[config.mk]
export PLATFORM = sky130hd
export DESIGN_NAME = mem_port_arbiter_flat
export DESIGN_NICKNAME = d
export VERILOG_FILES = /design/src/rtl/mem_port_arbiter_if.sv /design/src/rtl/mem_port_arbiter.sv /design/src/flat_wrapper.sv
export SDC_FILE = /design/constraint.sdc
export NUM_CORES = 1
export LEC_CHECK = 0
export ABC_AREA = 1
export CAP_MARGIN = 0
export CORE_ASPECT_RATIO = 0.6
export CORE_MARGIN = 5
export CORE_UTILIZATION = 55
export CTS_BUF_LIST = sky130_fd_sc_hd__clkbuf_4 sky130_fd_sc_hd__clkbuf_8 sky130_fd_sc_hd__clkbuf_16
export CTS_CLUSTER_DIAMETER = 50
export DETAILED_ROUTE_END_ITERATION = 10
export DONT_BUFFER_PORTS = 1
export PLACE_DENSITY = 0.7
export SLEW_MARGIN = 20
export SYNTH_ARGS = -nofsm -noshare
export SYNTH_HDL_FRONTEND = slang
export SYNTH_SLANG_ARGS = --single-unit
[constraint.sdc]
create_clock -name clk -period 1.9 [get_ports clk]
set_input_delay 0.285 -clock clk [delete_from_list [all_inputs] [get_ports clk]]
set_output_delay 0.285 -clock clk [all_outputs]
set_load 0.05 [all_outputs]
[src/rtl/mem_port_arbiter_if.sv]
`timescale 1ns/1ps
`default_nettype none
// ============================================================================
//  Module      : mem_port_arbiter_if
//  Description : Bundle shared by the core requesters, the arbiter and Memory.
//                slave  - arbiter view (consumes requests and read data,
//                         produces ready/response and the Memory drive).
//                master - environment view (core requesters plus Memory).
//  Signals     : hold; IF request/response (if_req_*, if_resp_*);
//                D request/response (d_req_*, d_resp_*);
//                Memory drive (mem_address, mem_data, mem_write_mode,
//                mem_read_mode, mem_unsigned) and mem_rdata.
//  Revision    : 1.0 - initial release
// ============================================================================
interface mem_port_arbiter_if;
    logic        hold;
    logic        if_req_valid;
    logic [31:0] if_req_addr;
    logic        if_req_ready;
    logic        if_resp_valid;
    logic [31:0] if_resp_data;
    logic        d_req_valid;
    logic [31:0] d_req_addr;
    logic [31:0] d_req_wdata;
    logic [2:0]  d_req_write_mode;
    logic [2:0]  d_req_read_mode;
    logic        d_req_unsigned;
    logic        d_req_ready;
    logic        d_resp_valid;
    logic [31:0] d_resp_data;
    logic [31:0] mem_address;
    logic [31:0] mem_data;
    logic [2:0]  mem_write_mode;
    logic [2:0]  mem_read_mode;
    logic        mem_unsigned;
    logic [31:0] mem_rdata;

    modport slave (
        input  hold, if_req_valid, if_req_addr,
        input  d_req_valid, d_req_addr, d_req_wdata, d_req_write_mode,
        input  d_req_read_mode, d_req_unsigned, mem_rdata,
        output if_req_ready, if_resp_valid, if_resp_data,
        output d_req_ready, d_resp_valid, d_resp_data,
        output mem_address, mem_data, mem_write_mode, mem_read_mode, mem_unsigned
    );

    modport master (
        output hold, if_req_valid, if_req_addr,
        output d_req_valid, d_req_addr, d_req_wdata, d_req_write_mode,
        output d_req_read_mode, d_req_unsigned, mem_rdata,
        input  if_req_ready, if_resp_valid, if_resp_data,
        input  d_req_ready, d_resp_valid, d_resp_data,
        input  mem_address, mem_data, mem_write_mode, mem_read_mode, mem_unsigned
    );
endinterface
`default_nettype wire

[src/rtl/mem_port_arbiter.sv]
`timescale 1ns/1ps
`default_nettype none
// ============================================================================
//  Module      : mem_port_arbiter
//  Description : Shares the single Memory data port between instruction
//                fetch (IF) and load/store (D). Per-cycle combinational
//                arbitration (D preferred, IF forced after STARVE_LIMIT
//                denied cycles), one-deep issue stage driving Memory, and a
//                response stage returning data 2 cycles after the handshake.
//  Ports       : clk  - system clock
//                rst  - synchronous active-high reset
//                bus  - mem_port_arbiter_if.slave (requests, responses,
//                       Memory drive and read data)
//  Revision    : 1.0 - initial release
// ============================================================================
module mem_port_arbiter #(
    parameter int STARVE_LIMIT = 4
) (
    input  wire logic               clk,
    input  wire logic               rst,
    mem_port_arbiter_if.slave       bus
);
    localparam logic [2:0] c_MODE_NONE = 3'd0;
    localparam logic [2:0] c_MODE_WORD = 3'd3;
    localparam int         c_CW        = $clog2(STARVE_LIMIT + 1);
    localparam logic [c_CW-1:0] c_LIMIT = c_CW'(STARVE_LIMIT);

    typedef enum logic [1:0] {
        S_IDLE     = 2'd0,
        S_ISSUE_IF = 2'd1,
        S_ISSUE_D  = 2'd2
    } state_t;

    state_t          r_state;
    state_t          w_next_state;
    logic [c_CW-1:0] r_starve;
    logic            w_if_grant;
    logic            w_d_grant;

    logic [31:0]     r_if_addr;
    logic [31:0]     r_d_addr;
    logic [31:0]     r_d_wdata;
    logic [2:0]      r_d_wmode;
    logic [2:0]      r_d_rmode;
    logic            r_d_uns;

    logic            r_if_resp_valid;
    logic [31:0]     r_if_resp_data;
    logic            r_d_resp_valid;
    logic [31:0]     r_d_resp_data;

    logic [31:0]     w_mem_address;
    logic [31:0]     w_mem_data;
    logic [2:0]      w_mem_wmode;
    logic [2:0]      w_mem_rmode;
    logic            w_mem_uns;

    // Arbitration and next issue state. A grant is the handshake, since
    // the ready returned is only ever raised for a valid requester.
    always_comb begin
        w_if_grant   = 1'b0;
        w_d_grant    = 1'b0;
        w_next_state = S_IDLE;
        if (!rst && !bus.hold) begin
            if (bus.if_req_valid && (r_starve == c_LIMIT || !bus.d_req_valid)) begin
                w_if_grant = 1'b1;
            end else if (bus.d_req_valid) begin
                w_d_grant = 1'b1;
            end
        end
        if (w_if_grant) begin
            w_next_state = S_ISSUE_IF;
        end else if (w_d_grant) begin
            w_next_state = S_ISSUE_D;
        end
    end

    always_ff @(posedge clk) begin
        if (rst) begin
            r_state <= S_IDLE;
        end else begin
            r_state <= w_next_state;
        end
    end

    // Starvation counter: counts consecutive denied-while-valid IF cycles,
    // including cycles lost to hold.
    always_ff @(posedge clk) begin
        if (rst || !bus.if_req_valid || w_if_grant) begin
            r_starve <= '0;
        end else if (r_starve != c_LIMIT) begin
            r_starve <= r_starve + 1'b1;
        end
    end

    always_ff @(posedge clk) begin
        if (rst) begin
            r_if_addr <= '0;
            r_d_addr  <= '0;
            r_d_wdata <= '0;
            r_d_wmode <= c_MODE_NONE;
            r_d_rmode <= c_MODE_NONE;
            r_d_uns   <= 1'b0;
        end else begin
            if (w_if_grant) begin
                r_if_addr <= bus.if_req_addr;
            end
            if (w_d_grant) begin
                r_d_addr  <= bus.d_req_addr;
                r_d_wdata <= bus.d_req_wdata;
                r_d_wmode <= bus.d_req_write_mode;
                r_d_rmode <= bus.d_req_read_mode;
                r_d_uns   <= bus.d_req_unsigned;
            end
        end
    end

    // Memory drive. Gating on rst keeps a store sitting in the issue stage
    // from committing while reset is asserted.
    always_comb begin
        w_mem_address = '0;
        w_mem_data    = '0;
        w_mem_wmode   = c_MODE_NONE;
        w_mem_rmode   = c_MODE_NONE;
        w_mem_uns     = 1'b0;
        if (!rst) begin
            case (r_state)
                S_ISSUE_IF: begin
                    w_mem_address = r_if_addr & 32'hFFFF_FFFC;
                    w_mem_rmode   = c_MODE_WORD;
                end
                S_ISSUE_D: begin
                    w_mem_address = r_d_addr;
                    w_mem_data    = r_d_wdata;
                    w_mem_wmode   = r_d_wmode;
                    w_mem_rmode   = r_d_rmode;
                    w_mem_uns     = r_d_uns;
                end
                default: ;
            endcase
        end
    end

    // Response stage: capture read data at the end of the issue cycle.
    always_ff @(posedge clk) begin
        if (rst) begin
            r_if_resp_valid <= 1'b0;
            r_if_resp_data  <= '0;
            r_d_resp_valid  <= 1'b0;
            r_d_resp_data   <= '0;
        end else begin
            r_if_resp_valid <= (r_state == S_ISSUE_IF);
            r_d_resp_valid  <= (r_state == S_ISSUE_D);
            if (r_state == S_ISSUE_IF) begin
                r_if_resp_data <= bus.mem_rdata;
            end
            if (r_state == S_ISSUE_D) begin
                r_d_resp_data <= (r_d_rmode != c_MODE_NONE) ? bus.mem_rdata : 32'd0;
            end
        end
    end

    assign bus.if_req_ready   = w_if_grant;
    assign bus.d_req_ready    = w_d_grant;
    assign bus.if_resp_valid  = r_if_resp_valid;
    assign bus.if_resp_data   = r_if_resp_data;
    assign bus.d_resp_valid   = r_d_resp_valid;
    assign bus.d_resp_data    = r_d_resp_data;
    assign bus.mem_address    = w_mem_address;
    assign bus.mem_data       = w_mem_data;
    assign bus.mem_write_mode = w_mem_wmode;
    assign bus.mem_read_mode  = w_mem_rmode;
    assign bus.mem_unsigned   = w_mem_uns;
endmodule
`default_nettype wire

[src/flat_wrapper.sv]
// flat-port wrapper written by rule: the top's interface ports become plain ports
module mem_port_arbiter_flat 
#(
    parameter int STARVE_LIMIT = 4
)
  (clk, rst, bus_hold, bus_if_req_valid, bus_if_req_addr, bus_d_req_valid, bus_d_req_addr, bus_d_req_wdata, bus_d_req_write_mode, bus_d_req_read_mode, bus_d_req_unsigned, bus_mem_rdata, bus_if_req_ready, bus_if_resp_valid, bus_if_resp_data, bus_d_req_ready, bus_d_resp_valid, bus_d_resp_data, bus_mem_address, bus_mem_data, bus_mem_write_mode, bus_mem_read_mode, bus_mem_unsigned);
  mem_port_arbiter_if bus_i ();
  input  wire logic clk;
  input  wire logic rst;
  input wire logic [$bits(bus_i.hold)-1:0] bus_hold;
  input wire logic [$bits(bus_i.if_req_valid)-1:0] bus_if_req_valid;
  input wire logic [$bits(bus_i.if_req_addr)-1:0] bus_if_req_addr;
  input wire logic [$bits(bus_i.d_req_valid)-1:0] bus_d_req_valid;
  input wire logic [$bits(bus_i.d_req_addr)-1:0] bus_d_req_addr;
  input wire logic [$bits(bus_i.d_req_wdata)-1:0] bus_d_req_wdata;
  input wire logic [$bits(bus_i.d_req_write_mode)-1:0] bus_d_req_write_mode;
  input wire logic [$bits(bus_i.d_req_read_mode)-1:0] bus_d_req_read_mode;
  input wire logic [$bits(bus_i.d_req_unsigned)-1:0] bus_d_req_unsigned;
  input wire logic [$bits(bus_i.mem_rdata)-1:0] bus_mem_rdata;
  output wire logic [$bits(bus_i.if_req_ready)-1:0] bus_if_req_ready;
  output wire logic [$bits(bus_i.if_resp_valid)-1:0] bus_if_resp_valid;
  output wire logic [$bits(bus_i.if_resp_data)-1:0] bus_if_resp_data;
  output wire logic [$bits(bus_i.d_req_ready)-1:0] bus_d_req_ready;
  output wire logic [$bits(bus_i.d_resp_valid)-1:0] bus_d_resp_valid;
  output wire logic [$bits(bus_i.d_resp_data)-1:0] bus_d_resp_data;
  output wire logic [$bits(bus_i.mem_address)-1:0] bus_mem_address;
  output wire logic [$bits(bus_i.mem_data)-1:0] bus_mem_data;
  output wire logic [$bits(bus_i.mem_write_mode)-1:0] bus_mem_write_mode;
  output wire logic [$bits(bus_i.mem_read_mode)-1:0] bus_mem_read_mode;
  output wire logic [$bits(bus_i.mem_unsigned)-1:0] bus_mem_unsigned;
  assign bus_i.hold = bus_hold;
  assign bus_i.if_req_valid = bus_if_req_valid;
  assign bus_i.if_req_addr = bus_if_req_addr;
  assign bus_i.d_req_valid = bus_d_req_valid;
  assign bus_i.d_req_addr = bus_d_req_addr;
  assign bus_i.d_req_wdata = bus_d_req_wdata;
  assign bus_i.d_req_write_mode = bus_d_req_write_mode;
  assign bus_i.d_req_read_mode = bus_d_req_read_mode;
  assign bus_i.d_req_unsigned = bus_d_req_unsigned;
  assign bus_i.mem_rdata = bus_mem_rdata;
  assign bus_if_req_ready = bus_i.if_req_ready;
  assign bus_if_resp_valid = bus_i.if_resp_valid;
  assign bus_if_resp_data = bus_i.if_resp_data;
  assign bus_d_req_ready = bus_i.d_req_ready;
  assign bus_d_resp_valid = bus_i.d_resp_valid;
  assign bus_d_resp_data = bus_i.d_resp_data;
  assign bus_mem_address = bus_i.mem_address;
  assign bus_mem_data = bus_i.mem_data;
  assign bus_mem_write_mode = bus_i.mem_write_mode;
  assign bus_mem_read_mode = bus_i.mem_read_mode;
  assign bus_mem_unsigned = bus_i.mem_unsigned;
  mem_port_arbiter #(.STARVE_LIMIT(STARVE_LIMIT)) u_core (.clk(clk), .rst(rst), .bus(bus_i));
endmodule
==> results of run 1 <==
routing by layer:
| layer | share of wire | global-route usage | vias up |
|---|---|---|---|
| met3 | 0.086 | 0.0817 | 66 |
| met2 | 0.48 | 0.470 | 435 |
| met5 | 0 | 0 | - |
| met1 | 0.41 | 0.365 | 3827 |
| li1 | - | - | 3716 |
| met4 | 0.029 | 0.0996 | 0 |
worst register-to-register path, cell delays in order, from the launching register on:
cell	delay, ps
dfxtp_2	330
inv_2	60
ha_4	220
buf_12	160
clkbuf_16	140
buf_4	120
buf_6	260
o21ai_0	160
a21oi_1	170
layout make-up:
| cell class | instances | area, um^2 |
|---|---|---|
| repair buffers | 166 | 2360 |
| fillers | 829 | 2460 |
| clock inverters | 15 | 179 |
| flip-flops and latches | 172 | 3450 |
| clock buffers | 17 | 425 |
| well taps | 175 | 219 |
| multi-input cells | 764 | 4100 |
| inverters | 90 | 345 |
what timing repair did:
action	CTS	global route
buffers inserted	6	8
endpoints found under the hold margin	51	2
hold buffers	47	2
pin swaps	3	46
setup endpoints to repair	72	69
cloned	3	9
gates resized for setup	101	112
synthesized netlist by cell type, drive strengths merged:
master,number
nand2,269
xor2,1
clkinv,1
buf,41
a21oi,134
inv,89
dfxtp,172
nor3,1
clkbuf,49
nor2,183
o21ai,68
nand3,104
ha,4
power breakdown:
part	switching (mW)	internal [mW]	leakage, nW	total, mW
Clock	1.69	1.89	0.290	3.58
Sequential	0.299	3.76	1.40	4.06
Combinational	0.523	0.349	3.12	0.873
flip-flops by register name, indices dropped and copies added, names as in the netlist, 2 cells and up:
name / cells
u_core.r_starve: 3
u_core.bus.d_resp_data: 32
u_core.r_d_wdata: 32
u_core.r_d_rmode: 3
u_core.r_d_addr: 32
u_core.r_state: 2
u_core.r_if_addr: 30
u_core.r_d_wmode: 3
u_core.bus.if_resp_data: 32
kinds of logic after synthesis:
logic type	synth area share
adders and majority gates	0.00662
xor gates and xnor gates	0.00116
DFF	0.456
AOI/OAI and AO/OA	0.134
and+or+nand+nor	0.296
buffers and inverters	0.107
final timing paths:
path / from / end / slack [ps] / cells after the start
setup / recovery: u_core.r_state[0] / bus_mem_address[3] / -180 / 6
hold / removal: bus_mem_rdata[10] / u_core.bus.d_resp_data[10] / 10 / 2
setup reg to reg: u_core.r_state[0] / u_core.bus.d_resp_data[27] / 210 / 8
hold reg to reg: u_core.r_if_addr[27] / u_core.r_if_addr[27] / 470 / 2
metrics by stage:
stage	area, um^2	setup WS, ps	hold slack, ps
2_1_floorplan	7660	-192	395
3_3_place_gp	8720	183	366
3_5_place_dp	8720	144	364
4_1_cts	10300	-102	0.171
5_1_grt	11100	-218	3.31
6_report	11100	-183	10.6
==> impl_results.md, run 1 <==
- Total wire length: 26500 um
- Die area: 16300 um^2
- # clock sinks: 172
- Total number of H-tree levels: 4
- Failing checks: setup timing
- Delay-heaviest family, CP: buffers and inverters
- Die Width: 161 um
- Commonest non-fill, non-tap cell in the layout: nand2_1
- TritonCTS Buffers: 17
- Vias per cell: 5.75
- Max Clk Rate: 480 MHz
- Fin. Hold Viols: 0
- Least-Margin Pin Slew: 672 ps
- Setup TNS: -3790 ps
- Hold WC Path Type: input pin to flop
- Routed len/inst: 18.9 um
- Worst ir drop on vdd: 656 uV
- Pre-antenna DRT Iters: 7
- Fin crit share: 1.10
- Root Buffer: clkbuf_16
- Final setup vio count: 59
- Status: finished, violations left
- Reg clk slew, reported paths: 70 ps
- Yosys top cell by area: dfxtp_1
- Final min period: 2080 ps
- Netlist Area Pre-Place: 7560 um^2
- Worst path bufs/invs: 3
- Worst setup margin: -183 ps
- Final nets: 1355
- Post-route ant nets: 0
- Clock tree buffer depth: 2
- Largest net degree at the start of global routing: 167
- Diode count: 0
- Crit path launch type: flop
- Max-cap viol count: 0
- Share of the synthesized area in the top cell type: 0.456
- CP arrival: 1800 ps
- Top cells by area, synth: dfxtp_1 (46%), nand2_1 (13%), nor2_1 (9.0%)
- Cell Count, Final, Fillers Out: 1399
- Clock Latency Late Sink: 420 ps
- Initial antenna violation count: 0
- Pwr Total: 8.51 mW
- Leakage: 4.81 nW
- Cell repeated most along the worst path: buf_6
- Global-route wire length before repair: 37600 um
- Starting Density: 0.558
- Final Max Tran Viols: 0
- GRT Util Overall: 0.286
- Yosys reg bits: 172
- Finished Core Util: 0.818
- Dpl cells: 1292
- GPL Wtd Cong: 0.787
- Most frequent cells in the layout: nand2_1 (235), dfxtp_1 (168), nor2_1 (142)
- Syn-to-layout area delta: 46.6%
- Max stage delay on crit path: 340 ps
- Core Rows: 33
- HPWL after detailed placement: 14100 um
- Slowest cell on crit path: dfxtp_2
- Drt drc: 0
- Vias: 8044
- Port bufs: 0
- # IOs: 279
- Clock skew: 16.1 ps
- Net Count, Synth: 1260
- Pwr dens: 768 nW/um^2
- Req. time, crit path: 1620 ps
- Netlist cell types: 19
- Slew headroom: 0.552
- Register area share after synthesis: 0.456
- CTS tree: yes
- Core box area: 13500 um^2
- Mean area per synthesized cell: 6.77 um^2
- Layout cell share with drive strength beyond 1: 0.220
- Critical Path Fanout Max: 13
- Die H: 101 um
- Cell breakdown of the critical path: buf_4, ha_4, buf_6, nand2_1, a21oi_4, buf_6
- Cell count after synthesis: 1116
- Worst Path Class, Setup: flop to output pin
- Synth Warn #: 0
- Global route total overflow: 0
- Crit path capture type: output pin
- Number of global-route vias before repair: 7219
- Iteration-0 DRC Markers: 803
- RSZ-0062 raised after global routing: yes
No activity file was read; power rests on OpenSTA's default activity.
==> run 2: changes to the inputs <==
--- a/config.mk
+++ b/config.mk
@@ -7,7 +7,7 @@
 export LEC_CHECK = 0
 export ABC_AREA = 1
 export CAP_MARGIN = 0
-export CORE_ASPECT_RATIO = 0.6
+export CORE_ASPECT_RATIO = 0.5
 export CORE_MARGIN = 5
 export CORE_UTILIZATION = 55
 export CTS_BUF_LIST = sky130_fd_sc_hd__clkbuf_4 sky130_fd_sc_hd__clkbuf_8 sky130_fd_sc_hd__clkbuf_16
@@ -15,6 +15,7 @@
 export DETAILED_ROUTE_END_ITERATION = 10
 export DONT_BUFFER_PORTS = 1
 export PLACE_DENSITY = 0.7
+export REMOVE_ABC_BUFFERS = 1
 export SLEW_MARGIN = 20
 export SYNTH_ARGS = -nofsm -noshare
 export SYNTH_HDL_FRONTEND = slang
==> run 2 against run 1 <==
Compared with the run above: the flow still finishes with violations (setup timing); clock-buffer cell count is 1 higher; power shrank 3.2%; first-iteration DRC count fell by 25%; register-to-register slack hardly changed; combinational power shrank 8.0%; utilization shrank 7.1 points; critical path depth grew 1; final area is 8.9% lower; clock skew fell by 5.4 ps; non-clock buffer count is 9 lower; largest cell class unchanged; largest power group unchanged; highest routed layer unchanged.
==> impl_results.md, run 2 (synthesis gave the netlist of run 1 again) <==
- Multi-input logic area: 3640 um^2
- FF-to-FF path depth: 8
- TritonCTS Buffers: 17
- Setup crit start: u_core.r_state[0]
- CTS tree: yes
- Root Buffer: clkbuf_16
- Fin. Hold Viols: 0
- Pwr dens: 816 nW/um^2
- Failing checks: setup timing
- GPL Wtd Cong: 0.760
- Setup TNS: -2320 ps
- Vias per cell: 5.49
- Core Rows: 30
- Total number of H-tree levels: 4
- Fill cell count: 1009
- HPWL after detailed placement: 13300 um
- GRT Util Overall: 0.263
- Largest net degree at the start of global routing: 89
- Vias: 7630
- Hold Startpoint: bus_mem_rdata[30]
- Clock tree buffer depth: 2
- Global-route wire length before repair: 35200 um
- Least-Margin Pin Slew: 715 ps
- RSZ-0062 raised after global routing: yes
- Min Hold Slack: 8.76 ps
- Critical Path Fanout Max: 15
- Clock skew: 10.7 ps
- Most frequent cells in the layout: nand2_1 (249), dfxtp_1 (169), nor2_1 (158)
- Final nets: 1346
- Clock Latency Late Sink: 410 ps
- Slew headroom: 0.523
- Finished Core Util: 0.747
- Die Width: 176 um
- CP arrival: 1710 ps
- Reg clk slew, reported paths: 70 ps
- Layout cell share with drive strength beyond 1: 0.200
- Cell Count, Final, Fillers Out: 1391
- Pre-antenna DRT Iters: 5
- Number of global-route vias before repair: 7015
- Core box area: 13500 um^2
- Max Clk Rate: 501 MHz
- Leakage: 4.41 nW
- Status: finished, violations left
- Worst Path Class, Setup: flop to output pin
- Worst r2r src: u_core.r_state[0]
- Placed inst area: 8170 um^2
- Max-cap viol count: 0
- Dpl ws: 144 ps
- # clock sinks: 172
- Worst ir drop on vdd: 597 uV
- Initial antenna violation count: 1
- Hold WC Path Type: input pin to flop
- Pwr Total: 8.23 mW
- Crit path launch type: flop
- Final Max Tran Viols: 0
- Dpl cells: 1294
- Syn-to-layout area delta: 33.6%
- Final min period: 1990 ps
- Fin crit share: 1.05
- Iteration-0 DRC Markers: 602
- # IOs: 279
- Crit path capture type: output pin
- Total wire length: 23500 um
- Routed len/inst: 16.9 um
- Die area: 16300 um^2
- Final setup vio count: 37
- Design Area, Final: 10100 um^2
- Port bufs: 0
- Worst setup margin: -94.3 ps
- Starting Density: 0.559
- Die H: 92.9 um
- Hold Crit Depth: 2
- Drt drc: 0
- Post-route ant nets: 0
- Global route total overflow: 0
- Register Area: 3450 um^2
- Req. time, crit path: 1620 ps
- Commonest non-fill, non-tap cell in the layout: nand2_1
==> run 2: cell count changes in the layout (fill, tap and decap cells not counted), sizes merged <==
| cell | delta |
|---|---|
| dlygate4sd3 | -11 |
| bufbuf | +1 |
| diode | +1 |
| clkinvlp | +2 |
| clkbuf | -2 |
| buf | +4 |
| inv | -1 |
| clkinv | -3 |
==> run 2: path summary, 6_finish.rpt <==
check,end,slack (ps)
min,u_core.bus.if_resp_data[30],9
max,bus_mem_address[11],-90
min reg2reg,u_core.r_if_addr[31],470
max reg2reg,u_core.bus.d_resp_data[4],210
==> run 2: power by group <==
part / leakage, nW / switching, mW / internal (mW) / total, mW
Clock: 0.267 / 1.53 / 1.85 / 3.38
Sequential: 1.40 / 0.287 / 3.76 / 4.05
Combinational: 2.74 / 0.481 / 0.322 / 0.803
Total: 4.41 / 2.30 / 5.93 / 8.23
==> run 2: area by class of cell <==
cell class | count | area share
clock inverters | 13 | 0.0136
diodes | 1 | 0.000248
flip-flops and latches | 172 | 0.342
clock buffers | 18 | 0.0429
inverters | 90 | 0.0342
well taps | 176 | 0.0218
repair buffers | 157 | 0.185
multi-input cells | 764 | 0.361
==> run 2: what timing repair did <==
action / CTS / global route
pin swaps: 8 / 29
setup buffers: 10 / 8
endpoints found under the setup margin: 72 / 71
endpoints found under the hold margin: 37 / 2
hold buffers: 36 / 2
gates resized for setup: 72 / 99
gates cloned: 6 / 3
==> run 2: routing by layer <==
metal | global-route usage | vias up | wire, um
met5 | 0 | - | 0
met4 | 0.0804 | 0 | 384
met3 | 0.0734 | 39 | 1970
met2 | 0.443 | 319 | 11500
met1 | 0.330 | 3583 | 9700
li1 | - | 3689 | -
==> run 2: worst max-delay path: stages (launching register included) <==
cell and delay (ps):
dfxtp_2 330, inv_2 40, ha_4 230, nor2_4 120
inv_4 70, buf_12 170, a21oi_2 150, buf_6 180
==> run 3: changes to the inputs <==
--- a/config.mk
+++ b/config.mk
@@ -5,7 +5,7 @@
 export SDC_FILE = /design/constraint.sdc
 export NUM_CORES = 1
 export LEC_CHECK = 0
-export ABC_AREA = 1
+export ABC_AREA = 0
 export CAP_MARGIN = 0
 export CORE_ASPECT_RATIO = 0.5
 export CORE_MARGIN = 5
==> run 3 against run 2 <==
Compared with the run above: the flow finishes with violations (hold timing, setup timing); clock-buffer cell count unchanged; critical path depth shrank 1; maximum frequency decreased by 7.7%; global-route usage up 2.1 points; worst setup slack worse by 170 ps; clock skew is 3.7 ps lower; critical path type unchanged; critical endpoint is now bus_if_req_ready; largest cell class unchanged.
==> impl_results.md, run 3 <==
- Netlist Area Pre-Place: 6980 um^2
- # clock sinks: 172
- Pre-antenna DRT Iters: 6
- Sw frac: 0.261
- WL met1: 9410 um
- # IOs: 279
- Max-cap viol count: 0
- Total wire length: 25200 um
- Failing checks: hold timing, setup timing
- Post-route ant nets: 0
- Commonest non-fill, non-tap cell in the layout: dfxtp_1
- Sequential share of power: 0.495
- Fin crit share: 1.14
- Layout cell share with drive strength beyond 1: 0.337
- Max stage delay on crit path: 460 ps
- CP arrival: 1880 ps
- Fill cell count: 675
- Clock skew: 7.06 ps
- Most instantiated library cell after synthesis: dfxtp_1
- Drt drc: 0
- Clk network pwr share: 0.426
- Worst setup margin: -260 ps
- Root Buffer: clkbuf_16
- Number of global-route vias before repair: 6469
- Commonest cells post-synth: dfxtp_1 (172), nor2_1 (96), nand3_1 (72), o21ai_0 (72), nand2_1 (71)
- Iteration-0 DRC Markers: 568
- Register area share after synthesis: 0.494
- Worst R2R End: u_core.r_if_addr[24]
- Die H: 89.6 um
- CTS tree: yes
- R2R setup slack: -200 ps
- Design Area, Final: 10300 um^2
- FF-to-FF path depth: 8
- Highest Signal Layer: met5
- Top cells by area, synth: dfxtp_1 (49%), nor2b_1 (5.7%), nand3_1 (5.2%)
- Max Clk Rate: 463 MHz
- GPL Wtd Cong: 0.779
- Pwr Total: 7.94 mW
- Req. time, crit path: 1620 ps
- Leakage: 3.78 nW
- Die area: 15200 um^2
- Post-synth EDFFs: 0
- Critical Path Fanout Max: 3
- Vias: 6457
- Cell count after synthesis: 805
- GRT Util Overall: 0.284
- Yosys reg bits: 172
- Crit path capture type: output pin
- Cell breakdown of the critical path: inv_2, ha_4, nand2_4, a2111oi_4, clkbuf_16, buf_12
- Primary FF master, synth: dfxtp_1
- Mean area per synthesized cell: 8.67 um^2
- Register Area: 3450 um^2
- Worst r2r src: u_core.r_starve[1]
- Netlist cell types: 28
- Final setup vio count: 105
- Net switching power: 2.07 mW
- Synth Warn #: 0
- Crit path launch type: flop
- Reg clk slew, reported paths: 70 ps
- Starting Density: 0.556
- Slew headroom: 0.632
- Worst ir drop on vdd: 565 uV
- Final Max Tran Viols: 0
- CP endpoint: bus_if_req_ready
- Worst Path Class, Setup: flop to output pin
- Most frequent cells in the layout: dfxtp_1 (168), nand2_1 (71), nand3_1 (71)
- Slowest cell on crit path: a2111oi_4
- Min Hold Slack: -1.79 ps
- Total number of H-tree levels: 4
- Clock tree buffer depth: 2
- Vias per cell: 6.00
- Dpl ws: 53.6 ps
- Comb power frac: 0.079
- WL met3: 2720 um
- Die Width: 169 um
- Routed len/inst: 23.5 um
- Post-synthesis async set-or-reset flop share: 0
- Hold WC Path Type: input pin to flop
- Multi-input logic area: 3780 um^2
- Global route total overflow: 0
- Placed inst area: 8240 um^2
- Core Rows: 29
- Pwr dens: 771 nW/um^2
- HPWL after detailed placement: 12800 um
- Final min period: 2160 ps
- Initial antenna violation count: 1
- Setup TNS: -13310 ps
- Clock Latency Late Sink: 420 ps
- Share of the synthesized area in the top cell type: 0.494
- Routed length on met2: 11900 um
- Least-Margin Pin Slew: 551 ps
- Syn-to-layout area delta: 47.6%
- Final nets: 1036
- TritonCTS Buffers: 17
- Fin. Hold Viols: 2
- RSZ-0062 raised after global routing: yes
- Setup crit start: u_core.r_starve[1]
- Global-route wire length before repair: 34400 um
- P_int: 5.87 mW
- Core box area: 12600 um^2
- Yosys top cell by area: dfxtp_1
- Largest net degree at the start of global routing: 69
- Port bufs: 0
- Status: finished, violations left
run 3: cell types whose count changed after synthesis, sizes merged, moves of 21 or more:
cell   before  now
nand3     104   72
nor2b       0   64
a22oi       0   30
nor2      183   96
a21oi     134   34
nand2     269   72
and2        0   41
mux2i       0   33
mux2        0   30
inv        89    6
buf        41   20
run 3: worst min path at each step:
stage / from / end / slack [ps] / cells after the start
6_report: bus_d_req_wdata[18] / u_core.r_d_wdata[18] / -2 / 2
4_1_cts: bus_d_req_wdata[0] / u_core.r_d_wdata[0] / 0.2 / 2
3_5_place_dp: rst / u_core.bus.if_resp_data[6] / 380 / 1
3_3_place_gp: rst / u_core.bus.d_resp_data[6] / 370 / 1
5_1_grt: bus_if_req_addr[16] / u_core.r_if_addr[16] / -5 / 1
2_1_floorplan: rst / u_core.bus.if_resp_valid / 360 / 1
run 3: critical path, delay by kind of cell, from the launching register on:
| kind | cells | cell delay (ps) |
|---|---|---|
| DFF | 1 | 340 |
| buffers and inverters | 3 | 430 |
| and+or+nand+nor | 1 | 60 |
| AOI/OAI and AO/OA | 1 | 460 |
| adders and majority gates | 1 | 150 |
run 3: cell families (layout without fill, tap and decap cells):
family                   after synthesis  count (layout)  share of synthesized area
buffers and inverters                 75             175                     0.0452
AO/OA/AOI/OAI                        139             139                      0.115
adder cells (fa/ha/maj)                4               4                    0.00717
AND/OR/NAND/NOR                      351             351                      0.242
flip-flops                           172             172                      0.494
other                                  0               1                          0
multiplexers                          63              63                     0.0958
XOR/XNOR                               1               1                    0.00126
run 3: power by group through the flow:
stage	sequential [mW]	combinational [mW]	clock (mW)
2_1_floorplan	3.96	0.273	0
6_report	3.93	0.628	3.39
4_1_cts	3.91	0.537	3.37
5_1_grt	3.94	0.669	3.59
3_5_place_dp	3.98	0.406	0
3_3_place_gp	3.98	0.393	0
run 3: stage by stage:
stage / hold WS [ps] / util / cells
4_1_cts: 0.201 / 0.778 / 1060
3_5_place_dp: 380 / 0.656 / 1003
2_1_floorplan: 357 / - / 736
3_3_place_gp: 375 / 0.656 / 1003
5_1_grt: -5.44 / 0.820 / 1075
6_report: -1.79 / 0.820 / 1076
run 3: cell type report:
type                    instances  area share
repair buffers                137       0.219
inverters                       6     0.00219
flip-flops and latches        172       0.335
diodes                          1    0.000243
clock inverters                14      0.0134
multi-input cells             558       0.367
clock buffers                  18      0.0421
well taps                     170      0.0207
run 3: per-layer routing:
layer  vias up  GRT usage
li1       2882          -
met3       109      0.123
met1      3056      0.324
met2       408      0.475
met5         -          0
met4         2      0.127
run 3: timing repair:
| item | CTS | global route |
|---|---|---|
| hold endpoints to repair | 73 | 4 |
| endpoints found under the setup margin | 73 | 134 |
| hold buffers | 7 | 5 |
| resized for setup | 165 | 71 |
| gates cloned | 9 | 6 |
| setup buffers | 9 | 5 |
| pin swaps | 25 | 21 |
